`src/rtl/hazard_sequencer.sv`:
```
// Pipeline control sequencer for the 5-stage RV32I pipeline.
//
// Produces per-stage write enables, flushes and bubbles:
//   - load-use stall (one cycle, ID/EX bubble, PC and IF/ID held)
//   - taken-branch flush of IF/ID and ID/EX
//   - whole-pipeline freeze while data memory is not ready
// It also raises a sticky timeout when data memory stays not-ready too long,
// and counts stalled cycles (pc_write=0) in a saturating counter.
//
// Ports:
//   clk, rst_n          clock, async active-low reset
//   id_opcode/rs1/rs2   instruction fields in ID
//   ex_memread, ex_rd   load indication and destination in EX
//   ex_branch_taken     branch in EX resolved taken
//   mem_req, dmem_ready MEM-stage access request and completion
//   err_clear           leaves the timeout error state
//   pc_write .. memwb_bubble  pipeline control outputs (combinational)
//   mem_timeout         sticky timeout flag
//   stall_cycles        saturating count of cycles with pc_write=0
module hazard_sequencer #(
  parameter int unsigned MAX_WAIT = 15,
  parameter int unsigned WAIT_W   = 4,
  parameter int unsigned CNT_W    = 16
) (
  input  logic             clk,
  input  logic             rst_n,
  input  logic [6:0]       id_opcode,
  input  logic [4:0]       id_rs1,
  input  logic [4:0]       id_rs2,
  input  logic             ex_memread,
  input  logic [4:0]       ex_rd,
  input  logic             ex_branch_taken,
  input  logic             mem_req,
  input  logic             dmem_ready,
  input  logic             err_clear,
  output logic             pc_write,
  output logic             ifid_write,
  output logic             ifid_flush,
  output logic             idex_write,
  output logic             idex_flush,
  output logic             exmem_write,
  output logic             memwb_bubble,
  output logic             mem_timeout,
  output logic [CNT_W-1:0] stall_cycles
);

  localparam logic [WAIT_W-1:0] MaxWait = WAIT_W'(MAX_WAIT);

  typedef enum logic [1:0] {StRun, StMemWait, StError} state_e;

  state_e             state_q, state_d;
  logic [WAIT_W-1:0]  wait_cnt_q, wait_cnt_d;
  logic               timeout_q, timeout_d;
  logic               live_q;
  logic [CNT_W-1:0]   stall_cnt_q, stall_cnt_d;

  // Register usage decode for the instruction in ID.
  logic rs1_used, rs2_used, load_use;

  always_comb begin
    rs1_used = 1'b0;
    rs2_used = 1'b0;
    unique case (id_opcode)
      7'b0110011, 7'b0100011, 7'b1100011: begin
        rs1_used = 1'b1;
        rs2_used = 1'b1;
      end
      7'b0010011, 7'b0000011: rs1_used = 1'b1;
      default: ;
    endcase
  end

  assign load_use = ex_memread && (ex_rd != 5'd0) &&
                    ((rs1_used && (ex_rd == id_rs1)) || (rs2_used && (ex_rd == id_rs2)));

  // State register.
  always_ff @(posedge clk or negedge rst_n) begin
    if (!rst_n) begin
      state_q     <= StRun;
      wait_cnt_q  <= '0;
      timeout_q   <= 1'b0;
      live_q      <= 1'b0;
      stall_cnt_q <= '0;
    end else begin
      state_q     <= state_d;
      wait_cnt_q  <= wait_cnt_d;
      timeout_q   <= timeout_d;
      live_q      <= 1'b1;
      stall_cnt_q <= stall_cnt_d;
    end
  end

  // Next-state logic. Nothing advances until the pipeline is live.
  always_comb begin
    state_d    = state_q;
    wait_cnt_d = wait_cnt_q;
    timeout_d  = timeout_q;
    if (live_q) begin
      unique case (state_q)
        StRun: begin
          if (mem_req && !dmem_ready) begin
            state_d    = StMemWait;
            wait_cnt_d = WAIT_W'(1);
          end
        end
        StMemWait: begin
          if (!dmem_ready) begin
            wait_cnt_d = wait_cnt_q + WAIT_W'(1);
            // wait_cnt_d equals the number of not-ready cycles seen so far.
            if (wait_cnt_d >= MaxWait) begin
              state_d   = StError;
              timeout_d = 1'b1;
            end
          end else begin
            state_d    = StRun;
            wait_cnt_d = '0;
          end
        end
        StError: begin
          if (err_clear) begin
            state_d    = StRun;
            timeout_d  = 1'b0;
            wait_cnt_d = '0;
          end
        end
        default: begin
          state_d    = StRun;
          wait_cnt_d = '0;
        end
      endcase
    end
  end

  // Output logic: zero latency from state and inputs.
  logic freeze, advance;

  always_comb begin
    freeze       = 1'b0;
    advance      = 1'b0;
    pc_write     = 1'b0;
    ifid_write   = 1'b0;
    ifid_flush   = 1'b0;
    idex_write   = 1'b0;
    idex_flush   = 1'b0;
    exmem_write  = 1'b0;
    memwb_bubble = 1'b0;

    unique case (state_q)
      StRun: begin
        if (mem_req && !dmem_ready) freeze = 1'b1;
        else                        advance = 1'b1;
      end
      // Release cycle: EX/ID were held, so branch/load-use apply now.
      StMemWait: begin
        if (!dmem_ready) freeze = 1'b1;
        else             advance = 1'b1;
      end
      StError: freeze = 1'b1;
      default: freeze = 1'b1;
    endcase

    if (live_q) begin
      if (freeze) begin
        memwb_bubble = 1'b1;
      end else if (advance) begin
        if (ex_branch_taken) begin
          // ID instruction is squashed, so load-use does not matter.
          pc_write    = 1'b1;
          ifid_write  = 1'b1;
          idex_write  = 1'b1;
          exmem_write = 1'b1;
          ifid_flush  = 1'b1;
          idex_flush  = 1'b1;
        end else if (load_use) begin
          idex_write  = 1'b1;
          exmem_write = 1'b1;
          idex_flush  = 1'b1;
        end else begin
          pc_write    = 1'b1;
          ifid_write  = 1'b1;
          idex_write  = 1'b1;
          exmem_write = 1'b1;
        end
      end
    end
  end

  // Saturating stall-cycle counter.
  always_comb begin
    stall_cnt_d = stall_cnt_q;
    if (live_q && !pc_write && (stall_cnt_q != {CNT_W{1'b1}})) begin
      stall_cnt_d = stall_cnt_q + CNT_W'(1);
    end
  end

  assign mem_timeout  = timeout_q;
  assign stall_cycles = stall_cnt_q;

endmodule

```
`config.mk`:
```
export PLATFORM = sky130hd
export DESIGN_NAME = hazard_sequencer
export DESIGN_NICKNAME = d
export VERILOG_FILES = /design/src/rtl/hazard_sequencer.sv
export SDC_FILE = /design/constraint.sdc
export NUM_CORES = 1
export LEC_CHECK = 0
export ABC_CLOCK_PERIOD_IN_PS = 2700
export BUFFER_PORTS_ARGS = -buffer_cell sky130_fd_sc_hd__buf_2
export CAP_MARGIN = 20
export CORE_MARGIN = 2
export CORE_UTILIZATION = 35
export DETAILED_ROUTE_END_ITERATION = 8
export GPL_ROUTABILITY_DRIVEN = 0
export GPL_TIMING_DRIVEN = 0
export MAX_ROUTING_LAYER = met4
export PLACE_DENSITY = 0.69
export SKIP_LAST_GASP = 1
export SYNTH_ARGS = -nofsm -noshare
export SYNTH_HDL_FRONTEND = slang
export SYNTH_SLANG_ARGS = --single-unit
```
`constraint.sdc`:
```
create_clock -name clk -period 2.7 [get_ports clk]
set_clock_uncertainty 0.15 [all_clocks]
set_input_delay 0.135 -clock clk [delete_from_list [all_inputs] [get_ports clk]]
set_output_delay 0.135 -clock clk [all_outputs]
set_load 0.01 [all_outputs]
```
==> Word level (Yosys, flattened, before mapping) <==
Index checks and enable logic that the tools add are counted.
{ "totals": {"ff_bits": 24, "latch_bits": 0, "ramBits": 0, "mem_bits_ro": 0, "input_bits": 29, "out_inout_bits": 24, "word_cells": 81, "mem_count": 0} }
{ "op_classes": {"addsub": 2, "multipliers": 0, "div": 0, "magnitude_cmp": 1, "n_eq_ne": 15, "shift": 0, "mux": 40, "bitwise_logic": 0, "reduce_logical": 18} }
{ "ops": {"columns": ["cell", "n"], "rows": [
  ["2-to-1 mux 1 bit", 28],
  ["adder 16 x 1 -> 16 bit, second input constant", 1],
  ["!= test 16 bit, second input constant", 1],
  ["equality test 7 x 6 -> 1 bit, second input constant", 2],
  ["2-to-1 mux 4 bit", 3],
  ["case mux 4 bit (3 select lines)", 1],
  ["equality test 5 bit", 2],
  ["2-to-1 mux 2 bit", 4],
  ["!= test 2 bit, second input constant", 4],
  ["equality test 7 x 2 -> 1 bit, second input constant", 1],
  ["equality test 7 x 5 -> 1 bit, second input constant", 1],
  ["equality test 7 bit, second input constant", 1],
  ["logical AND 1 bit", 7],
  ["case mux 1 bit (2 select lines)", 3],
  ["case mux 2 bit (3 select lines)", 1],
  ["AND reduction 5 bit", 1],
  ["nonzero test 5 bit", 1],
  ["OR reduction 5 bit", 1],
  ["adder 4 x 1 -> 4 bit, second input constant", 1],
  [">= comparator 4 bit, second input constant", 1],
  ["AND reduction 4 bit", 1],
  ["!= test 3 bit, second input constant", 1],
  ["AND reduction 3 bit", 1],
  ["OR reduction 3 bit", 1],
  ["6 further kinds", 7]
]} }

==> Logic depth before layout (Yosys ltp) <==
Gate-level depths: netlist (run 1).
{ "logic_depth": {"ltp_word": 14, "ltp_mapped": 8, "mapped_depth_nobuf": 6} }

==> Worst setup path before layout (run 1) <==
OpenSTA, ideal clock, no wires.
{ "synth_path": {"path_type": "reg-to-reg", "start": "reg stall_cnt_q[6], in the netlist stall_cycles[6]", "end": "reg stall_cnt_q[1], in the netlist stall_cycles[1]", "t_arrival_ns": 1.711, "required_ns": 2.425, "path_slack_ns": 0.714, "path_stages_with_launch": 7, "n_path_buf": 0, "path_cell_list": "dfrtp_1 -> and4_1 -> and2_1 -> and3_1 -> and3b_4 -> nor2_1 -> mux2_2"} }
{ "synth_via": {"elab_chain_cells": 2} }
{ "synth_rtl": {"columns": ["item", "line", "rtl"], "rows": [
  ["from (decl)", "55", "logic [CNT_W-1:0] stall_cnt_q, stall_cnt_d;"],
  ["from (signal assigned)", "89", "stall_cnt_q <= stall_cnt_d;"],
  ["!= test 16 bit", "191", "if (live_q && !pc_write && (stall_cnt_q != {CNT_W{1'b1}})) begin"],
  ["logical AND 1 bit", "191", null]
]} }
Every way passes these cells.
A chain may end at the register's enable or synchronous reset.

==> Final worst setup path (run 1) <==
{ "layout_path": {"start": "reg state_q[0]", "end": "out pc_write"} }
{ "layout_via": {"elab_chain_cells": 5, "word_cells_on_any_way": 7} }
{ "layout_rtl": {"columns": ["item", "line", "rtl"], "rows": [
  ["from (decl)", "51", "state_e state_q, state_d;"],
  ["from (signal assigned)", "79", "state_q <= StRun;"],
  ["from (signal assigned)", "85", "state_q <= state_d;"],
  ["equality test 2 x 1 -> 1 bit / logical NOT 2 bit (equally long branches)", "148", "unique case (state_q)"],
  ["case mux 1 bit (2 select lines)", "148", null],
  ["2-to-1 mux 1 bit", "165", "end else if (advance) begin"],
  ["2-to-1 mux 1 bit *", "163", "if (freeze) begin"],
  ["2-to-1 mux 1 bit *", "162", "if (live_q) begin"],
  ["to (decl)", "36", "output logic pc_write,"]
]} }
Every way passes the cells marked *; elsewhere a longest branch is shown, timed or not.

==> flow_metrics.tcl, run 1 <==
set metrics [dict create \
    synth_nets 186 \
    dp_hpwl_mm 2.430 \
    async_flop_share_pct 100.0 \
    overflow 0 \
    fp-row-count 24 \
    nNetsFinal 244 \
    setup_viol 0 \
    period_needed_ns 2.067 \
    timing_hold_violations_final 0 \
    ys_types 42 \
    cts_buffers 3 \
    hold_class "in2reg" \
    synth_ff_type "dfrtp_1" \
    ys_seq_area_share_pct 38.96 \
    die_w_um 70.37 \
    rsz0062_at_grt "no" \
    antenna_cells 0 \
    htree_levels 1 \
    cts_sinks 24 \
    synthAdderAreaFrac_pct 2.435 \
    maxSlewHeadroom_pct 64.83 \
    floorplan.initialDensity_pct 35.90 \
    grt_max_degree 25 \
    setup.worst_path.end_class "output port" \
    synth_top_family_by_area "simple AND/OR/NAND/NOR gates" \
    critPathLaunchType "flip-flop" \
    wirelength_mm 3.068 \
    synthSimpleGateAreaFrac_pct 26.62 \
    synth_mux_area_share_pct 0.7305 \
    syn_to_final_growth_pct 26.38 \
    place_inst 258 \
    crit_type "reg2out" \
    cpPeakStageDelay_ns 0.36 \
    status "finished, final reports clean" \
    synthCells 154 \
    p_int_uw 799.5 \
    p_leak_nw 0.9558 \
    drtIter0Drc 23 \
    layout.cells.non_filler 263 \
    yosys.area.top_type "dfrtp_1" \
    cts_setup_buffers 0 \
    cellPowerDensity_nw_per_um2 617.1 \
    arrival_ns 1.78 \
    clk_latency_ns 0.26 \
    yosysMostFrequentCell "dfrtp_1" \
    p_comb_share_pct 31.7 \
    drtPass1Iterations 3 \
    drc_errors 0 \
    coreArea_um2 4294 \
    drv_slew 0 \
    synth_xor_area_share_pct 14.77 \
    ir_drop_mv 0.3505 \
    path_max_fanout 9 \
    cap_violations 0 \
    top_layer_used "met4" \
    switching_share_pct 33.50 \
    wl_met2_mm 1.420 \
    wl_met1_mm 1.402 \
    clockBufferDepth 2 \
    synth_area_per_cell_um2 10.01 \
    dieArea_um2 4951 \
    cp_slowest_cell "dfrtp_1" \
    yosys-top-cells-area "dfrtp_1, xor2_1, xnor2_1" \
    antenna_found_initial 0 \
    ant_nets 0 \
    grt_pass1_vias 1171 \
    grt_first_pass_wirelength_mm 5.085 \
    grt_use_total_pct 12.87 \
    crit_top_cell "buf_2" \
    avgViaCountPerCell 4.852 \
    ys_warn_count 0 \
    worstPathRequired_ns 2.41 \
    p_switching_uw 402.8 \
    drt-wirelength-per-cell_um 11.67 \
    clockRootBuffer "clkbuf_8" \
    nFillCells 433 \
    p_seq_share_pct 42.1 \
    fin_crit_sh_pct 76.54 \
    synth_seq_cells 24 \
    io_buffers 52 \
    dr_wl_met3_um 213 \
    clk_pin_slew_ns 0.08 \
    synth_top_cell_area_share_pct 38.96 \
    cts_tree "done" \
    ios 53 \
    clock_power_share_pct 26.2 \
    drive_gt1_share_pct 38.39 \
    synth-edff-count 0 \
    final.setup.tns_ns 0 \
    die_y_um 70.37 \
    num_vias 1276 \
    worst_slew_pin_slew_ns 0.5275 \
    synth_area_um2 1541 \
    fmax_mhz 483.9 \
    path_cells "buf_2, o21ba_2, nor2_1, nand2_1, a31oi_1, buf_4, buf_2" \
    synth_compound_area_share_pct 11.93 \
    synthTopCellsByCount "dfrtp_1, nand2_1, xor2_1, nor2_1, xnor2_1" \
]
layout by cell type, fill, tap and decap left out, types with 2 or more instances in the layout:
master,n
nor3_2,9
nor3_1,2
buf_6,2
nand4_1,6
buf_2,54
ha_1,3
inv_1,5
nand3_1,10
buf_4,2
nor2b_1,2
o21ai_0,4
xor2_1,14
a21oi_1,5
nand2_1,14
clkbuf_8,3
dfrtp_1,24
xnor2_1,12
nor2_1,12
a31oi_1,2
worst paths after layout:
check	start	endpoint	slack [ns]	cells past startpoint
worst max-delay path	state_q[0]	pc_write	0.63	7
worst min-delay path	dmem_ready	wait_cnt_q[2]	0.09	4
worst max register to register	stall_cycles[6]	stall_cycles[1]	0.65	6
worst min register to register	stall_cycles[8]	stall_cycles[8]	0.33	1
max in group asynchronous	rst_n	stall_cycles[2]	1.82	2
min in group asynchronous	rst_n	stall_cycles[9]	0.22	2
flip-flops by register name, summed over array words and instances, names as in the netlist:
register	flops
stall_cycles	16
state_q	2
live_q	1
mem_timeout	1
wait_cnt_q	4
kinds of logic (layout without fill, tap and decap cells):
logic type                 after synthesis  after routing
AOI/OAI and AO/OA                       22             22
xor gates and xnor gates                26             26
adders and majority gates                3              3
buffers and inverters                   11             68
DFF                                     24             24
muxes                                    1              1
other                                    1              1
and+or+nand+nor                         66             66
per-stage QoR:
step / hold slack [ns] / util [%] / cell area (um^2) / power (mW) / setup WS (ns)
CTS: 0.08801 / 45.37 / 1948 / 1.216 / 0.6041
finish: 0.09066 / 45.37 / 1948 / 1.202 / 0.6335
global route: 0.1174 / 45.37 / 1948 / 1.291 / 0.4558
detailed placement: 0.00005934 / 43.47 / 1867 / 0.8981 / 0.6427
global placement: 0.0008089 / 43.47 / 1867 / 0.8896 / 0.6469
floorplan: -0.3106 / - / 1541 / 0.7550 / 0.7145
critical path: cells and delay by family (launching register included):
family                 cells  cell delay, ns
AOI/OAI and AO/OA          2            0.45
and+or+nand+nor            2            0.29
DFF                        1            0.36
buffers and inverters      3            0.42
metal layers:
metal	global-route usage, %	vias to the layer above
li1	-	652
met1	16.61	584
met2	20.86	38
met3	2.020	2
met4	3.846	0
met5	-	-
power groups by stage:
stage | registers, mW | clock network, mW | logic, mW
final | 0.506 | 0.315 | 0.381
after global routing | 0.523 | 0.335 | 0.432
after CTS | 0.508 | 0.322 | 0.386
after detailed placement | 0.514 | 0 | 0.384
after global placement | 0.514 | 0 | 0.375
after floorplan | 0.520 | 0 | 0.235
repair_timing:
| item | CTS | global route |
|---|---|---|
| setup endpoints to repair | 0 | 0 |
| hold buffers | 1 | 0 |
| gates resized for setup | 0 | 0 |
| hold endpoints to repair | 24 | 0 |
layout make-up:
cell class	count	area [um^2]	share of cell area, %
buffer	6	47.55	2.441
timing repair buffer	53	270.3	13.87
sequential	24	600.6	30.83
multi-input combinational	119	874.6	44.89
tap	52	65.06	3.340
inverter	5	18.77	0.9634
clock buffer	3	41.29	2.119
clock inverter	1	30.03	1.541
No activity file was read; power rests on OpenSTA's default activity.
==> run 2, diff against run 1 <==
- ABC_CLOCK_PERIOD_IN_PS: 2700 -> 1700
- PLACE_DENSITY: 0.69 -> 0.71
- clock period: 2.7 -> 1.7 ns (I/O delays scaled with it)
==> flow_metrics.tcl, run 2 (synthesis gave the netlist of run 1 again) <==
set metrics [dict create \
    setup_viol 17 \
    place_area_um2 1913 \
    setup.worst_path.end_class "flip-flop" \
    rrSetupSlack_ns -0.20 \
    fin_crit_sh_pct 112.0 \
    rsz0062_at_grt "yes" \
    drive_gt1_share_pct 52.14 \
    syn_to_final_growth_pct 53.17 \
    switching_share_pct 35.13 \
    violations "setup timing" \
    timing_hold_violations_final 0 \
    clockBufferDepth 2 \
    min_to "mem_timeout" \
    antenna_cells 0 \
    dp_hpwl_mm 2.374 \
    wl_met2_mm 1.946 \
    grt_first_pass_wirelength_mm 5.747 \
    floorplan.initialDensity_pct 35.90 \
    fin_area_um2 2361 \
    path_max_fanout 5 \
    min_from "err_clear" \
    clockRootBuffer "clkbuf_8" \
    holdWs_ns 0.02948 \
    io_buffers 52 \
    clk_latency_ns 0.27 \
    largest_reg_flops 16 \
    ant_nets 0 \
    period_needed_ns 1.904 \
    cap_violations 0 \
    grt_max_degree 25 \
    cellPowerDensity_nw_per_um2 882.4 \
    cts_sinks 24 \
    nFillCells 386 \
    top_layer_used "met4" \
    overflow 0 \
    drt-wirelength-per-cell_um 13.05 \
    worst_r2r_endpoint "stall_cycles[2]" \
    p_int_mw 1.352 \
    die_w_um 70.37 \
    clk_pin_slew_ns 0.08 \
    die_y_um 70.37 \
    coreArea_um2 4294 \
    postLayoutSetupSlackWorst_ns -0.2036 \
    worstPathRequired_ns 1.75 \
    layout_common_cells "buf_2, dfrtp_1, buf_4, xor2_1" \
    drv_slew 0 \
    maxSlewHeadroom_pct 63.92 \
    grt_use_total_pct 14.77 \
    place_inst 258 \
    p_switching_uw 731.8 \
    p_leak_nw 1.124 \
    p_comb_share_pct 43.7 \
    status "complete, but fails checks" \
    finalPower_mw 2.083 \
    layout_commonest_cell "buf_2" \
    ir_drop_mv 0.5800 \
    multi_input_area_um2 1028 \
    antenna_found_initial 0 \
    worst-r2r-cell-count 7 \
    nNetsFinal 267 \
    dieArea_um2 4951 \
    reg2reg_from "stall_cycles[6]" \
    ff_latch_area_um2 603.1 \
    htree_levels 1 \
    arrival_ns 1.95 \
    cts_tree "done" \
    crit_type "reg2reg" \
    ios 53 \
    drtPass1Iterations 4 \
    drc_errors 0 \
    grt_pass1_vias 1276 \
    hold_class "in2reg" \
    dr_wl_met3_um 165 \
    fmax_mhz 525.3 \
    num_vias 1396 \
    p_seq_share_pct 37.6 \
    wl_met1_mm 1.564 \
    cts_buffers 3 \
    drtIter0Drc 41 \
    fp-row-count 24 \
    critPathLaunchType "flip-flop" \
    avgViaCountPerCell 4.881 \
    clock_power_share_pct 18.7 \
    layout.cells.non_filler 286 \
    whs_path_depth 4 \
    worst_slew_pin_slew_ns 0.5412 \
    wirelength_mm 3.731 \
]
run 2: cell types whose count changed in the layout (fill, tap and decap cells not counted), sizes merged:
| cell | before | now |
|---|---|---|
| buf | 58 | 80 |
| bufinv | 1 | 0 |
| clkbuf | 3 | 5 |
run 2: final cells by class:
cell class	instances	area share [%]
plain buffers	5	2.544
clock buffers	4	2.332
inverters	5	0.7949
multi-input cells	119	43.56
flip-flops and latches	24	25.54
well taps	52	2.756
repair buffers	77	22.47
run 2: repair_timing:
item | CTS | global route
cloned | 1 | 1
gates resized for setup | 18 | 19
endpoints found under the setup margin | 26 | 26
pin swaps | 12 | 10
buffers inserted | 11 | 11
endpoints found under the hold margin | 24 | 0
hold buffers | 1 | 0
run 2: worst max path at each step:
| stage | from | to | depth (start not counted) |
|---|---|---|---|
| 2_1_floorplan | stall_cycles[6] | stall_cycles[1] | 6 |
| 3_3_place_gp | stall_cycles[0] | stall_cycles[2] | 7 |
| 3_5_place_dp | stall_cycles[0] | stall_cycles[3] | 7 |
| 4_1_cts | stall_cycles[5] | stall_cycles[2] | 7 |
| 5_1_grt | stall_cycles[8] | stall_cycles[15] | 7 |
| 6_report | stall_cycles[6] | stall_cycles[2] | 7 |
run 2: through the flow:
step | util (%) | TNS (ns) | setup slack [ns]
2_1_floorplan | - | -2.388 | -0.1869
6_report | 54.98 | -2.510 | -0.2036
5_1_grt | 54.98 | -3.874 | -0.2632
3_3_place_gp | 44.55 | -3.921 | -0.2845
3_5_place_dp | 44.55 | -4.543 | -0.3196
4_1_cts | 50.61 | -2.628 | -0.1830
run 2: routing by layer:
metal,track usage (%),vias up
li1,-,699
met1,17.18,659
met2,24.74,34
met3,2.886,4
met4,6.410,0
met5,-,-
run 2: critical path, cell delays in order (launching register included):
cell and delay [ns]:
dfrtp_1 0.40, and4_1 0.23, and2_4 0.14, and3_4 0.18
and3b_4 0.23, buf_12 0.15, nor3b_2 0.19, xor2_1 0.16
run 2: power groups by stage:
stage / clock network, mW / registers [mW] / logic (mW)
floorplan: 0 / 0.831 / 0.406
global placement: 0 / 0.819 / 0.632
detailed placement: 0 / 0.822 / 0.638
CTS: 0.397 / 0.781 / 0.799
global route: 0.416 / 0.801 / 1.00
finish: 0.389 / 0.784 / 0.910
==> run 3, diff against run 2 <==
- CORE_MARGIN: 2 -> 3
- PLACE_DENSITY: 0.71 -> not set
==> flow_metrics.tcl, run 3 (synthesis gave the netlist of run 1 again) <==
set metrics [dict create \
    clk_pin_slew_ns 0.08 \
    pre_cts_slack_ns -0.3597 \
    die_w_um 72.37 \
    drive_gt1_share_pct 53.62 \
    dp_hpwl_mm 2.529 \
    drc_errors 0 \
    reg2reg_from "stall_cycles[5]" \
    min_to "mem_timeout" \
    holdWs_ns 0.04038 \
    cts_tree "done" \
    cap_violations 0 \
    antenna_cells 0 \
    postLayoutSetupSlackWorst_ns -0.2144 \
    layout_common_cells "buf_2, dfrtp_1, buf_4, xor2_1" \
    htree_levels 1 \
    worst_r2r_endpoint "stall_cycles[13]" \
    grt_use_total_pct 14.54 \
    clk_latency_ns 0.26 \
    wirelength_mm 3.858 \
    place_inst 256 \
    setup_viol 16 \
    maxSlewHeadroom_pct 63.18 \
    nNetsFinal 268 \
    die_y_um 72.37 \
    cp_slowest_cell "dfrtp_2" \
    fp-row-count 23 \
    setup.worst_path.end_class "flip-flop" \
    drtIter0Drc 49 \
    rrSetupSlack_ns -0.21 \
    worstPathRequired_ns 1.74 \
    place_area_um2 1911 \
    finalPower_mw 2.121 \
    floorplan.initialDensity_pct 37.46 \
    cts_sinks 24 \
    whs_path_depth 4 \
    clockRootBuffer "clkbuf_8" \
    worst_slew_pin_slew_ns 0.5523 \
    grt_max_degree 25 \
    timing_hold_violations_final 0 \
    worst-r2r-cell-count 7 \
    io_buffers 52 \
    grt_pass1_vias 1305 \
    layout.cells.non_filler 285 \
    avgViaCountPerCell 4.923 \
    grt_first_pass_wirelength_mm 6.037 \
    path_cells "and4_1, and2_4, and3_4, and3b_4, clkbuf_16, nor3_2, xor2_1" \
    rsz0062_at_grt "yes" \
    path_max_fanout 5 \
    num_vias 1403 \
    arrival_ns 1.96 \
    hold_class "in2reg" \
    p_leak_nw 1.117 \
    ir_drop_mv 0.4901 \
    cellPowerDensity_nw_per_um2 899.6 \
    fin_crit_sh_pct 112.6 \
    dieArea_um2 5237 \
    ant_nets 0 \
    cts_buffers 3 \
    antenna_found_initial 0 \
    coreArea_um2 4115 \
    cpPeakStageDelay_ns 0.42 \
    fmax_mhz 522.4 \
    fin_area_um2 2357 \
    clockBufferDepth 2 \
    status "complete, but fails checks" \
    largest_reg_flops 16 \
    syn_to_final_growth_pct 52.92 \
    violations "setup timing" \
    layout_commonest_cell "buf_2" \
    drv_slew 0 \
    ios 53 \
    crit_type "reg2reg" \
    overflow 0 \
    drtPass1Iterations 4 \
    drt-wirelength-per-cell_um 13.54 \
    min_from "err_clear" \
    period_needed_ns 1.914 \
    critPathLaunchType "flip-flop" \
]
-- run 3: cell types whose count changed in the layout (fill, tap and decap cells not counted), sizes merged --
cell	change
clkbuf	+1
-- run 3: area by class of cell --
type | instances | area, um^2
fillers | 366 | 1758
multi-input cells | 119 | 1023
flip-flops and latches | 24 | 604.3
repair buffers | 78 | 533.0
well taps | 50 | 62.56
plain buffers | 5 | 60.06
clock buffers | 4 | 55.05
inverters | 5 | 18.77
-- run 3: routing by layer --
metal	vias to the layer above	routed length, um	track usage [%]
met3	2	264	1.662
met1	651	1795	19.86
li1	703	-	-
met2	47	1768	22.95
met5	-	0	-
met4	0	30	3.758
-- run 3: where the power goes --
part           total, mW  switching [mW]  internal [mW]
clock              0.384           0.177          0.206
sequential         0.801           0.117          0.684
combinational      0.936           0.449          0.487
total               2.12           0.743           1.38
-- run 3: metrics by stage --
stage	util [%]	TNS [ns]
3_3_place_gp	46.43	-4.837
5_1_grt	57.28	-3.682
4_1_cts	52.36	-3.035
6_report	57.28	-2.613
3_5_place_dp	46.43	-5.316
2_1_floorplan	-	-2.388
-- run 3: repair_timing --
item	4_1_cts	5_1_grt
gates resized for setup	17	22
gates cloned	0	2
buffers inserted	13	10
endpoints found under the setup margin	24	24
hold endpoints to repair	24	0
hold buffers	1	0
pin swaps	2	15
-- run 3: worst max-delay path: cells and delay by family, from the launching register on --
family / cells / cell delay, ns
DFF: 1 / 0.42
xor gates and xnor gates: 1 / 0.15
buffers and inverters: 1 / 0.18
and+or+nand+nor: 5 / 0.95
-- run 3: how the worst max path moves through the flow --
stage / from / depth (start not counted) / to
floorplan: stall_cycles[6] / 6 / stall_cycles[1]
global placement: stall_cycles[0] / 7 / stall_cycles[2]
detailed placement: stall_cycles[0] / 7 / stall_cycles[3]
CTS: stall_cycles[6] / 7 / stall_cycles[8]
global route: stall_cycles[5] / 7 / stall_cycles[2]
finish: stall_cycles[5] / 7 / stall_cycles[13]
